## config.mk

```make
export PLATFORM = sky130hd
export DESIGN_NAME = pwm_duty_capture
export DESIGN_NICKNAME = d
export VERILOG_FILES = /design/src/rtl/pwm_duty_capture_pkg.sv /design/src/rtl/pwm_duty_div.sv /design/src/rtl/pwm_duty_capture.sv
export SDC_FILE = /design/constraint.sdc
export NUM_CORES = 1
export LEC_CHECK = 0
export ABC_AREA = 0
export CAP_MARGIN = 20
export CORE_ASPECT_RATIO = 2
export CORE_MARGIN = 2
export CORE_UTILIZATION = 61
export CTS_CLUSTER_SIZE = 40
export DETAILED_ROUTE_END_ITERATION = 16
export GPL_ROUTABILITY_DRIVEN = 0
export PLACE_DENSITY = 0.92
export SLEW_MARGIN = 20
export SYNTH_ARGS = -nofsm -noshare
export SYNTH_HDL_FRONTEND = slang
export SYNTH_SLANG_ARGS = --single-unit
export TNS_END_PERCENT = 100
```

## constraint.sdc

```tcl
create_clock -name i_clk -period 6.64 [get_ports i_clk]
set_input_delay 1.66 -clock i_clk [delete_from_list [all_inputs] [get_ports i_clk]]
set_output_delay 1.66 -clock i_clk [all_outputs]
set_load 0.1 [all_outputs]
```

## src/rtl/pwm_duty_capture_pkg.sv

```systemverilog
// ---------------------------------------------------------------------------
// pwm_pkg
// Shared definitions for the PWM capture block and its generator partner:
// capture FSM state encoding, the full-scale duty value and the board clock /
// PWM rate constants. No ports.
// ---------------------------------------------------------------------------
package pwm_pkg;

    typedef enum logic [1:0] {
        S_ARM   = 2'd0,
        S_MEAS  = 2'd1,
        S_STUCK = 2'd2
    } state_t;

    // Duty full scale, identical to the generator's input range
    localparam int unsigned DUTY_MAX = 255;

    // 50 MHz system clock, 100 Hz PWM
    localparam int unsigned CLK_HZ         = 50_000_000;
    localparam int unsigned PWM_HZ         = 100;
    localparam int unsigned PWM_PERIOD_CYC = CLK_HZ / PWM_HZ;
    localparam int unsigned STUCK_TIMEOUT  = 2 * PWM_PERIOD_CYC;

    // Quotient bits produced by the duty divider, one per clock
    localparam int unsigned DIV_STEPS = 8;

endpackage

```

## src/rtl/pwm_duty_div.sv

```systemverilog
// ---------------------------------------------------------------------------
// pwm_duty_div
// Restoring divider that turns a high-time / period pair into an 8-bit duty:
//   duty = floor((H*255 + floor(P/2)) / P)
// One quotient bit per clock, MSB first, 8 cycles per result.
// Ports:
//   i_clk, i_rst_n        clock, synchronous active-low reset
//   i_start               launch a division (ignored while busy)
//   i_abort               drop any division in flight
//   i_high, i_period      H and P operands, sampled on i_start
//   o_busy                division in progress
//   o_done                last iteration cycle; o_quot is the final quotient
//   o_quot                quotient (meaningful while o_done is high)
// ---------------------------------------------------------------------------
module pwm_duty_div
    import pwm_pkg::*;
#(
    parameter int CNT_W = 20
) (
    input  logic             i_clk,
    input  logic             i_rst_n,
    input  logic             i_start,
    input  logic             i_abort,
    input  logic [CNT_W-1:0] i_high,
    input  logic [CNT_W-1:0] i_period,
    output logic             o_busy,
    output logic             o_done,
    output logic [7:0]       o_quot
);

    localparam int         NUM_W     = CNT_W + 8;
    localparam logic [2:0] LAST_STEP = 3'(DIV_STEPS - 1);

    logic             r_busy;
    logic [2:0]       r_step;
    logic [NUM_W-1:0] r_rem;
    logic [NUM_W-1:0] r_div;
    logic [7:0]       r_quot;

    logic [NUM_W-1:0] w_trial;
    logic             w_take;
    logic [7:0]       w_quot_next;
    logic             w_launch;

    // H*255 is formed as H*256 - H; adding P/2 makes the floor divide round
    function automatic logic [NUM_W-1:0] duty_numerator(
        input logic [CNT_W-1:0] h,
        input logic [CNT_W-1:0] p
    );
        logic [NUM_W-1:0] h_x256;
        logic [NUM_W-1:0] h_x1;
        logic [NUM_W-1:0] half_p;
        h_x256 = {h, 8'd0};
        h_x1   = {8'd0, h};
        half_p = {9'd0, p[CNT_W-1:1]};
        return h_x256 - h_x1 + half_p;
    endfunction

    assign w_launch    = i_start && !r_busy;
    assign w_trial     = r_div << r_step;
    assign w_take      = (r_rem >= w_trial);
    assign w_quot_next = r_quot | ({7'd0, w_take} << r_step);

    // Control: idle -> busy for exactly DIV_STEPS cycles
    always_ff @(posedge i_clk) begin
        if (!i_rst_n) begin
            r_busy <= 1'b0;
            r_step <= 3'd0;
        end else if (i_abort) begin
            r_busy <= 1'b0;
        end else if (w_launch) begin
            r_busy <= 1'b1;
            r_step <= LAST_STEP;
        end else if (r_busy) begin
            r_step <= r_step - 3'd1;
            if (r_step == 3'd0) begin
                r_busy <= 1'b0;
            end
        end
    end

    // Datapath: remainder and partial quotient
    always_ff @(posedge i_clk) begin
        if (w_launch) begin
            r_rem  <= duty_numerator(i_high, i_period);
            r_div  <= {8'd0, i_period};
            r_quot <= 8'd0;
        end else if (r_busy) begin
            if (w_take) begin
                r_rem <= r_rem - w_trial;
            end
            r_quot <= w_quot_next;
        end
    end

    assign o_busy = r_busy;
    assign o_done = r_busy && (r_step == 3'd0) && !i_abort;
    assign o_quot = w_quot_next;

endmodule

```

## src/rtl/pwm_duty_capture.sv

```systemverilog
// ---------------------------------------------------------------------------
// pwm_duty_capture
// Measures an asynchronous PWM input: period P and high time H in clock
// cycles (rising edge to rising edge) and the 8-bit duty on the 0..255 scale.
// A line with no rising edge for TIMEOUT cycles is reported as stuck.
// Ports:
//   i_clk, i_rst_n   clock, synchronous active-low reset
//   i_pwm_in         asynchronous PWM input
//   o_duty_cycle     last measured duty (0..255)
//   o_period         last measured period, clk cycles
//   o_high_time      last measured high time, clk cycles
//   o_valid          one-cycle pulse when the three outputs update
//   o_stuck          level, no rising edge for TIMEOUT cycles
//   o_overrun        one-cycle pulse, a period was dropped (divider busy)
// ---------------------------------------------------------------------------
module pwm_duty_capture
    import pwm_pkg::*;
#(
    parameter int CNT_W   = 20,
    parameter int TIMEOUT = 1_000_000
) (
    input  logic             i_clk,
    input  logic             i_rst_n,
    input  logic             i_pwm_in,
    output logic [7:0]       o_duty_cycle,
    output logic [CNT_W-1:0] o_period,
    output logic [CNT_W-1:0] o_high_time,
    output logic             o_valid,
    output logic             o_stuck,
    output logic             o_overrun
);

    localparam logic [CNT_W-1:0] CNT_ONE = CNT_W'(1);
    localparam logic [CNT_W-1:0] CNT_TO  = CNT_W'(TIMEOUT);

    logic             r_sync1;
    logic             r_sync2;
    logic             r_prev;
    state_t           r_state;
    logic [CNT_W-1:0] r_pcnt;
    logic [CNT_W-1:0] r_hcnt;
    logic [CNT_W-1:0] r_snap_p;
    logic [CNT_W-1:0] r_snap_h;
    logic [7:0]       r_duty;
    logic [CNT_W-1:0] r_period;
    logic [CNT_W-1:0] r_high;
    logic             r_valid;
    logic             r_stuck;
    logic             r_overrun;

    logic             w_rise;
    logic             w_fall;
    logic             w_timeout;
    logic             w_start;
    logic             w_abort;
    logic             w_div_busy;
    logic             w_div_done;
    logic [7:0]       w_div_quot;

    // Input synchronizer and edge history
    always_ff @(posedge i_clk) begin
        if (!i_rst_n) begin
            r_sync1 <= 1'b0;
            r_sync2 <= 1'b0;
            r_prev  <= 1'b0;
        end else begin
            r_sync1 <= i_pwm_in;
            r_sync2 <= r_sync1;
            r_prev  <= r_sync2;
        end
    end

    assign w_rise    = r_sync2 && !r_prev;
    assign w_fall    = !r_sync2 && r_prev;
    assign w_timeout = (r_pcnt == CNT_TO);

    // A rise always beats a timeout in the same cycle
    assign w_start = (r_state == S_MEAS) && w_rise && !w_div_busy;
    assign w_abort = (r_state != S_STUCK) && !w_rise && w_timeout;

    pwm_duty_div #(
        .CNT_W (CNT_W)
    ) u_div (
        .i_clk    (i_clk),
        .i_rst_n  (i_rst_n),
        .i_start  (w_start),
        .i_abort  (w_abort),
        .i_high   (r_hcnt),
        .i_period (r_pcnt),
        .o_busy   (w_div_busy),
        .o_done   (w_div_done),
        .o_quot   (w_div_quot)
    );

    // P/H held here while the divider works so all three outputs move together
    always_ff @(posedge i_clk) begin
        if (w_start) begin
            r_snap_p <= r_pcnt;
            r_snap_h <= r_hcnt;
        end
    end

    // FSM, counters and registered outputs
    always_ff @(posedge i_clk) begin
        if (!i_rst_n) begin
            r_state   <= S_ARM;
            r_pcnt    <= '0;
            r_hcnt    <= '0;
            r_duty    <= 8'd0;
            r_period  <= '0;
            r_high    <= '0;
            r_valid   <= 1'b0;
            r_stuck   <= 1'b0;
            r_overrun <= 1'b0;
        end else begin
            r_valid   <= 1'b0;
            r_overrun <= 1'b0;

            if (w_div_done) begin
                r_duty   <= w_div_quot;
                r_period <= r_snap_p;
                r_high   <= r_snap_h;
                r_valid  <= 1'b1;
            end

            case (r_state)
                S_ARM: begin
                    if (w_rise) begin
                        r_state <= S_MEAS;
                        r_pcnt  <= CNT_ONE;
                        r_hcnt  <= CNT_ONE;
                    end else if (w_timeout) begin
                        r_state  <= S_STUCK;
                        r_stuck  <= 1'b1;
                        r_valid  <= 1'b1;
                        r_duty   <= r_sync2 ? 8'(DUTY_MAX) : 8'd0;
                        r_period <= '0;
                        r_high   <= '0;
                    end else begin
                        r_pcnt <= r_pcnt + CNT_ONE;
                    end
                end
                S_MEAS: begin
                    if (w_rise) begin
                        // Counters restart even when the snapshot is dropped
                        r_pcnt <= CNT_ONE;
                        r_hcnt <= CNT_ONE;
                        if (w_div_busy) begin
                            r_overrun <= 1'b1;
                        end
                    end else if (w_timeout) begin
                        r_state  <= S_STUCK;
                        r_stuck  <= 1'b1;
                        r_valid  <= 1'b1;
                        r_duty   <= r_sync2 ? 8'(DUTY_MAX) : 8'd0;
                        r_period <= '0;
                        r_high   <= '0;
                    end else begin
                        r_pcnt <= r_pcnt + CNT_ONE;
                        r_hcnt <= r_hcnt + {{(CNT_W-1){1'b0}}, r_sync2};
                    end
                end
                S_STUCK: begin
                    // Counters stay frozen until the line moves again
                    if (w_rise) begin
                        r_state <= S_MEAS;
                        r_stuck <= 1'b0;
                        r_pcnt  <= CNT_ONE;
                        r_hcnt  <= CNT_ONE;
                    end else if (w_fall) begin
                        r_state <= S_ARM;
                        r_stuck <= 1'b0;
                        r_pcnt  <= '0;
                        r_hcnt  <= '0;
                    end
                end
                default: begin
                    r_state <= S_ARM;
                    r_pcnt  <= '0;
                    r_hcnt  <= '0;
                end
            endcase
        end
    end

    assign o_duty_cycle = r_duty;
    assign o_period     = r_period;
    assign o_high_time  = r_high;
    assign o_valid      = r_valid;
    assign o_stuck      = r_stuck;
    assign o_overrun    = r_overrun;

endmodule

```

==> summary.md, run 1 <==
| Metric | Value |
|---|---|
| Synth Warn # | `0` |
| Pwr per Cell Area | `207.4 nW/um^2` |
| Initial antenna violation count | `0` |
| CP Launch Type | `register` |
| Starting Density | `slightly above 60%` |
| CTS root buffer | `clkbuf_16` |
| Critical Path Sink Type | `register` |
| IO Port Bufs | `53` |
| Post-route cell area | `12070 um^2` |
| Achievable frequency | `206.6 MHz` |
| Worst min path class | `reg2reg` |
| Initial DRC Count | `roughly 1200` |
| WHS | `449.1 ps` |
| CTS Sinks | `176` |
| Syn Std Cell Area | `10770 um^2` |
| Mapped Cells | `1188` |
| Fraction of layout cells with a size suffix above 1 | `under 10%` |
| Max cap viols | `0` |
| GRT overflow | `0` |
| Pwr Total | `approximately 0.0025 W` |
| TritonCTS clock tree | `done` |
| Number of global-route vias before repair | `~9600` |
| Worst Path Required | `6810 ps` |
| TritonCTS Buffers | `17` |
| DRC errors left | `0` |
| R2R cell count | `15` |
| Post-synth EDFFs | `68` |
| Fin nets | `roughly 1300` |
| Critical path arrival | `5010 ps` |
| CP max FO | `26` |
| GRT Overall Usage | `34.49%` |
| VDD IR max | `237.3 uV` |
| Post-synth ARST share | `0%` |
| Cell count of the worst hold path | `1` |
| Synthesized area per cell | `9.069 um^2` |
| Worst rel slew slack | `33.03%` |
| First-pass GRT wire length | `50060 um` |
| Setup bufs post-CTS | `0` |
| DRT Pass-1 Iters | `7` |
| Start point of the worst hold path | `r_sync1` |
| Antenna viol nets, final | `0` |
| Min Tclk post-route | `about 4800 ps` |
| Crit Path Category | `reg2reg` |
| Antenna diodes | `0` |
| WL per Instance | `22.25 um` |
| Tightest Pin Transition | `~1000 ps` |
| Clk_skew | `8.526 ps` |
| Die Height | `about 190 um` |
| Endpoints failing setup | `0` |
| Routed via count | `~9700` |
| Post-DP Area | `11450 um^2` |
| Clk slew on worst S/H paths | `approximately 70 ps` |
| Seq/Total Area, Yosys | `around two fifths` |
| Unrepaired setup endpoints after global routing | `no` |
| Hold Path Sink | `r_sync2` |
| Register area | `4207 um^2` |
| R2R setup slack | `1800 ps` |
| Core ar. | `between 15000 and 20000 um^2` |
| H-tree Lvls | `4` |
| Cts hold-fix bufs | `0` |
| CTS Buffer Depth | `2` |
| Post-DP HPWL | `approximately 23000 um` |
| Resize count post-CTS | `0` |
| Count of cell types in the netlist | `around 80` |
| R2r startpoint | `u_div.r_step[0]` |
| Routed WL | `32160 um` |
| Reg2reg end | `u_div.r_rem[24]` |
| Pins Over Slew Limit | `0` |
| Die Wd | `just under 100 um` |
| Largest net degree at the start of global routing | `52` |
| Clock latency at the later pin of the worst-skew pair | `450 ps` |
| Outcome | `finished clean` |
| Fillers | `roughly 1200` |
| Ys flop type | `dfxtp_1` |
| Crit share post-route | `72.90%` |
| Row cnt | `68` |
| Synthesis-to-finish area growth | `12.04%` |
| Final Hold Viols | `0` |
| DIE AREA | `between 15000 and 20000 um^2` |
| Syn nets | `between 1000 and 1500` |
| I/O pins | `54` |
| #FFs+latches synth | `176` |
| TNS Setup | `0 ps` |
| Leakage | `4.424 nW` |
| Vias per cell | `6.701` |
| Area used by multi-input combinational logic | `just over 6000 um^2` |
## area by class of cell
cell class,count,area share (%)
Clock buffer,21,4.177
Clock inverter,11,0.9121
Inverter,83,2.581
Multi-Input combinational cell,883,50.41
Sequential cell,176,34.85
Tap cell,210,2.177
Timing Repair Buffer,61,4.892
## registers in the layout, summed over array words and instances (netlist names), 2 cells and up
name	cells
r_state	2
u_div.r_div	6
r_hcnt	20
u_div.r_quot	8
r_snap_h	20
o_high_time	20
r_snap_p	14
o_period	20
r_pcnt	20
o_duty_cycle	8
u_div.r_rem	28
u_div.r_step	3
## metrics by stage
step / util [%] / setup WS [ps] / std cells
2_1_floorplan: - / 1081 / 1188
3_3_place_gp: 66.32 / 1623 / 1413
3_5_place_dp: 66.32 / 1425 / 1413
4_1_cts: 69.88 / 1401 / 1445
5_1_grt: 69.89 / 1529 / 1445
6_report: 69.89 / 1799 / 1445
## kinds of logic after synthesis
logic type	Yosys count	synth area share, %
simple gates	410	17.90
compound gates	266	15.62
flops	176	39.02
buf+inv	129	4.669
fa+ha+maj	88	11.13
xor+xnor	70	5.690
mux	49	5.981
## report_power, final
group / leakage [nW] / internal [W] / switching (W)
clock: 0.304 / 0.000562 / 0.000471
combinational: 2.69 / 0.000113 / 0.000200
sequential: 1.43 / 0.00114 / 0.0000186
## worst max-delay path by stage
stage | from | endpoint | slack [ps] | cells past startpoint
global route | u_div.r_step[0] | u_div.r_rem[10] | 1530 | 15
CTS | u_div.r_step[0] | u_div.r_rem[22] | 1400 | 15
finish | u_div.r_step[0] | u_div.r_rem[24] | 1800 | 15
detailed placement | u_div.r_step[0] | u_div.r_rem[13] | 1420 | 15
global placement | u_div.r_step[0] | u_div.r_rem[16] | 1620 | 15
floorplan | u_div.r_step[0] | u_div.r_rem[0] | 1080 | 14
## synth_stat cells (all sizes together) (8+ instances only)
master | n | share of area (%)
fa | 13 | 2.4
xor2 | 26 | 2.1
nor2b | 12 | 0.70
o21bai | 8 | 0.56
ha | 75 | 8.7
mux4 | 12 | 2.5
dfxtp | 108 | 20
nor4 | 8 | 0.46
nor3 | 19 | 0.88
and2 | 10 | 0.58
xnor2 | 44 | 3.6
buf | 20 | 0.87
o21ai | 52 | 2.4
nand2b | 11 | 0.64
a21oi | 97 | 4.5
edfxtp | 68 | 19
mux2i | 34 | 3.2
a211oi | 12 | 0.84
inv | 82 | 2.9
o31ai | 9 | 0.63
nand4 | 19 | 1.1
nor2 | 111 | 3.9
or3 | 11 | 0.73
clkbuf | 26 | 0.91
nand2 | 147 | 5.2
nand3 | 35 | 1.6
a31oi | 8 | 0.46
a21o | 14 | 0.98
## cells in the final DEF (no fill, tap or decap), types with 44 or more instances in the layout
cell type / n
edfxtp_1: 68
dfxtp_1: 106
a21oi_1: 95
clkdlybuf4s50_1: 53
inv_1: 81
nand2_1: 145
nor2_1: 110
o21ai_0: 50
ha_1: 75
xnor2_1: 44
## per-layer routing
metal  track usage (%)  share of wire [%]
met1             34.74                 31
met2             61.56                 51
met5                 0                  0
met4             28.26                9.3
met3             5.531                7.8
## worst max-delay path: stages, from the launching register on
cell	delay [ps]
dfxtp_2	720
clkinv_1	450
nor2_1	240
nand2_1	80
o21ai_0	140
nand2b_1	100
ha_1	340
nor2b_1	170
o31a_1	300
o31a_1	300
nor3b_2	240
nor2_1	130
a31o_2	320
a21oi_2	570
o21ai_2	140
buf_4	280
Power figures use the tool's default switching activity.
==> run 2: changes to the inputs <==
- clock period: 6.64 -> 4.69 ns (I/O delays scaled with it)
==> run 2 against run 1 <==
First-iteration DRC count fell by 20%. Sequential cell count is the same. Via count decreased by 0.83%. Highest routed layer unchanged.
==> summary.md, run 2 (synthesis gave the netlist of run 1 again) <==
| Metric | Value |
|---|---|
| Outcome | `finished clean (unchanged)` |
| GRT overflow | `0 (unchanged)` |
| IO Port Bufs | `53 (unchanged)` |
| TritonCTS clock tree | `done (unchanged)` |
| Fin nets | `1325 (was 1313)` |
| Cell count of the worst hold path | `1 (unchanged)` |
| Vias per cell | `6.591 (was 6.701)` |
| First-pass GRT wire length | `47800 um (was 50060 um)` |
| Antenna viol nets, final | `0 (unchanged)` |
| CTS Buffer Depth | `2 (unchanged)` |
| H-tree Lvls | `4 (unchanged)` |
| Commonest non-fill, non-tap cell in the layout | `nand2_1 (unchanged)` |
| I/O pins | `54 (unchanged)` |
| Largest net degree at the start of global routing | `56 (was 52)` |
| Unrepaired setup endpoints after global routing | `no (unchanged)` |
| R2r startpoint | `u_div.r_step[0] (unchanged)` |
| Critical path arrival | `4570 ps (was 5010 ps)` |
| DRT Pass-1 Iters | `5 (was 7)` |
| Min Tclk post-route | `4416 ps (was 4841 ps)` |
| Die Wd | `97.98 um (unchanged)` |
| Routed WL | `30860 um (was 32160 um)` |
| Start point of the worst hold path | `r_sync1 (unchanged)` |
| Core ar. | `17270 um^2 (unchanged)` |
| Tightest Pin Transition | `1006 ps (was 1001 ps)` |
| R2R cell count | `12 (was 15)` |
| Achievable frequency | `226.5 MHz (was 206.6 MHz)` |
| Synthesis-to-finish area growth | `12.68% (was 12.04%)` |
| Pwr per Cell Area | `289.2 nW/um^2 (was 207.4 nW/um^2)` |
| R2R setup slack | `270 ps (was 1800 ps)` |
| Max reg flops | `28 (unchanged)` |
| Antenna diodes | `0 (unchanged)` |
| Worst rel slew slack | `32.75% (was 33.03%)` |
| Fraction of layout cells with a size suffix above 1 | `6.977% (was 6.235%)` |
| Initial antenna violation count | `0 (unchanged)` |
| Most flop-heavy register | `u_div.r_rem (unchanged)` |
| Fillers | `1155 (was 1189)` |
| Worst setup path start | `u_div.r_step[0] (unchanged)` |
| Commonest non-fill, non-tap cells in the layout | `nand2_1, nor2_1, dfxtp_1, a21oi_1, inv_1 (unchanged)` |
| Endpoints failing setup | `0 (unchanged)` |
| Final Hold Viols | `0 (unchanged)` |
| Critical Path Sink Type | `register (unchanged)` |
| Initial DRC Count | `916 (was 1151)` |
| Starting Density | `62.38% (unchanged)` |
| DRC errors left | `0 (unchanged)` |
| Row cnt | `68 (unchanged)` |
| Number of global-route vias before repair | `9375 (was 9584)` |
| GRT Overall Usage | `32.89% (was 34.49%)` |
| VDD IR max | `415.2 uV (was 237.3 uV)` |
| CTS root buffer | `clkbuf_16 (unchanged)` |
| Crit Path Category | `reg2reg (unchanged)` |
| CTS Sinks | `176 (unchanged)` |
| Die Height | `192.0 um (unchanged)` |
| TNS Setup | `0 ps (unchanged)` |
| Worst min path class | `reg2reg (unchanged)` |
| Post-DP HPWL | `22750 um (was 22670 um)` |
| WL per Instance | `21.18 um (was 22.25 um)` |
| Max cap viols | `0 (unchanged)` |
| WHS | `446.6 ps (was 449.1 ps)` |
| Clk_skew | `17.56 ps (was 8.526 ps)` |
| CP max FO | `13 (was 26)` |
| Clock latency at the later pin of the worst-skew pair | `440 ps (was 450 ps)` |
| Worst Path Required | `4840 ps (was 6810 ps)` |
| Crit share post-route | `94.15% (was 72.90%)` |
| Clk slew on worst S/H paths | `70 ps (about the same)` |
| Routed via count | `9603 (was 9683)` |
| CP Launch Type | `register (unchanged)` |
| TritonCTS Buffers | `17 (unchanged)` |
| DIE AREA | `18810 um^2 (unchanged)` |
| Pins Over Slew Limit | `0 (unchanged)` |
| Leakage | `4.475 nW (was 4.424 nW)` |
==> run 2: cell types whose count changed in the layout (fill, tap and decap cells not counted), sizes merged <==
cell / change
buf: +12
bufinv: +2
clkbuf: -2
clkinv: +2
inv: -2
==> run 2: final timing paths <==
| path | to |
|---|---|
| max | u_div.r_rem[23] |
| min | r_sync2 |
| max reg2reg | u_div.r_rem[23] |
| min reg2reg | r_sync2 |
==> run 2: cell type report <==
cell class,instances,area (um^2),share of cell area [%]
clock buffers,19,432.9,3.566
clock inverters,13,153.9,1.268
inverters,83,312.8,2.577
multi-input cells,883,6092,50.18
flip-flops and latches,176,4205,34.64
well taps,210,262.8,2.164
repair buffers,73,680.7,5.607
==> run 2: repair_timing <==
action,CTS,global route
endpoints found under the hold margin,0,0
buffers inserted,0,0
hold buffers,0,0
resized for setup,0,2
setup endpoints to repair,0,1
==> run 2: power breakdown <==
group          switching, W  internal (W)
sequential        0.0000256       0.00161
combinational      0.000278      0.000164
clock              0.000630      0.000799
total              0.000934       0.00258
==> run 2: worst max-delay path, stage by stage (launching register included) <==
cell and delay (ps):
dfxtp_1 570, buf_4 330, mux4_2 550, mux2i_1 260
ha_1 360, a21oi_1 310, nand2_1 100, a221oi_1 500
a31oi_1 250, a311o_1 440, a21oi_1 180, xor2_1 170
mux2i_1 90
==> run 2: stage by stage <==
stage               cell area [um^2]  util (%)  worst slack, ps  power, W  cells
floorplan                      10780         -            425.9  0.001988   1188
global placement               11540     66.84            592.1  0.002084   1425
detailed placement             11540     66.84            489.5  0.002097   1425
CTS                            12130     70.24            387.9  0.003504   1457
global route                   12140     70.29            141.8  0.003603   1457
finish                         12140     70.29            274.4  0.003511   1457
==> run 2: layer usage <==
| metal | GRT usage (%) | routed length, um | vias to the layer above |
|---|---|---|---|
| li1 | - | - | 4324 |
| met1 | 32.43 | 9991 | 4507 |
| met2 | 60.04 | 16180 | 567 |
| met3 | 5.495 | 1909 | 205 |
| met4 | 25.48 | 2781 | 0 |
| met5 | 0 | 0 | - |
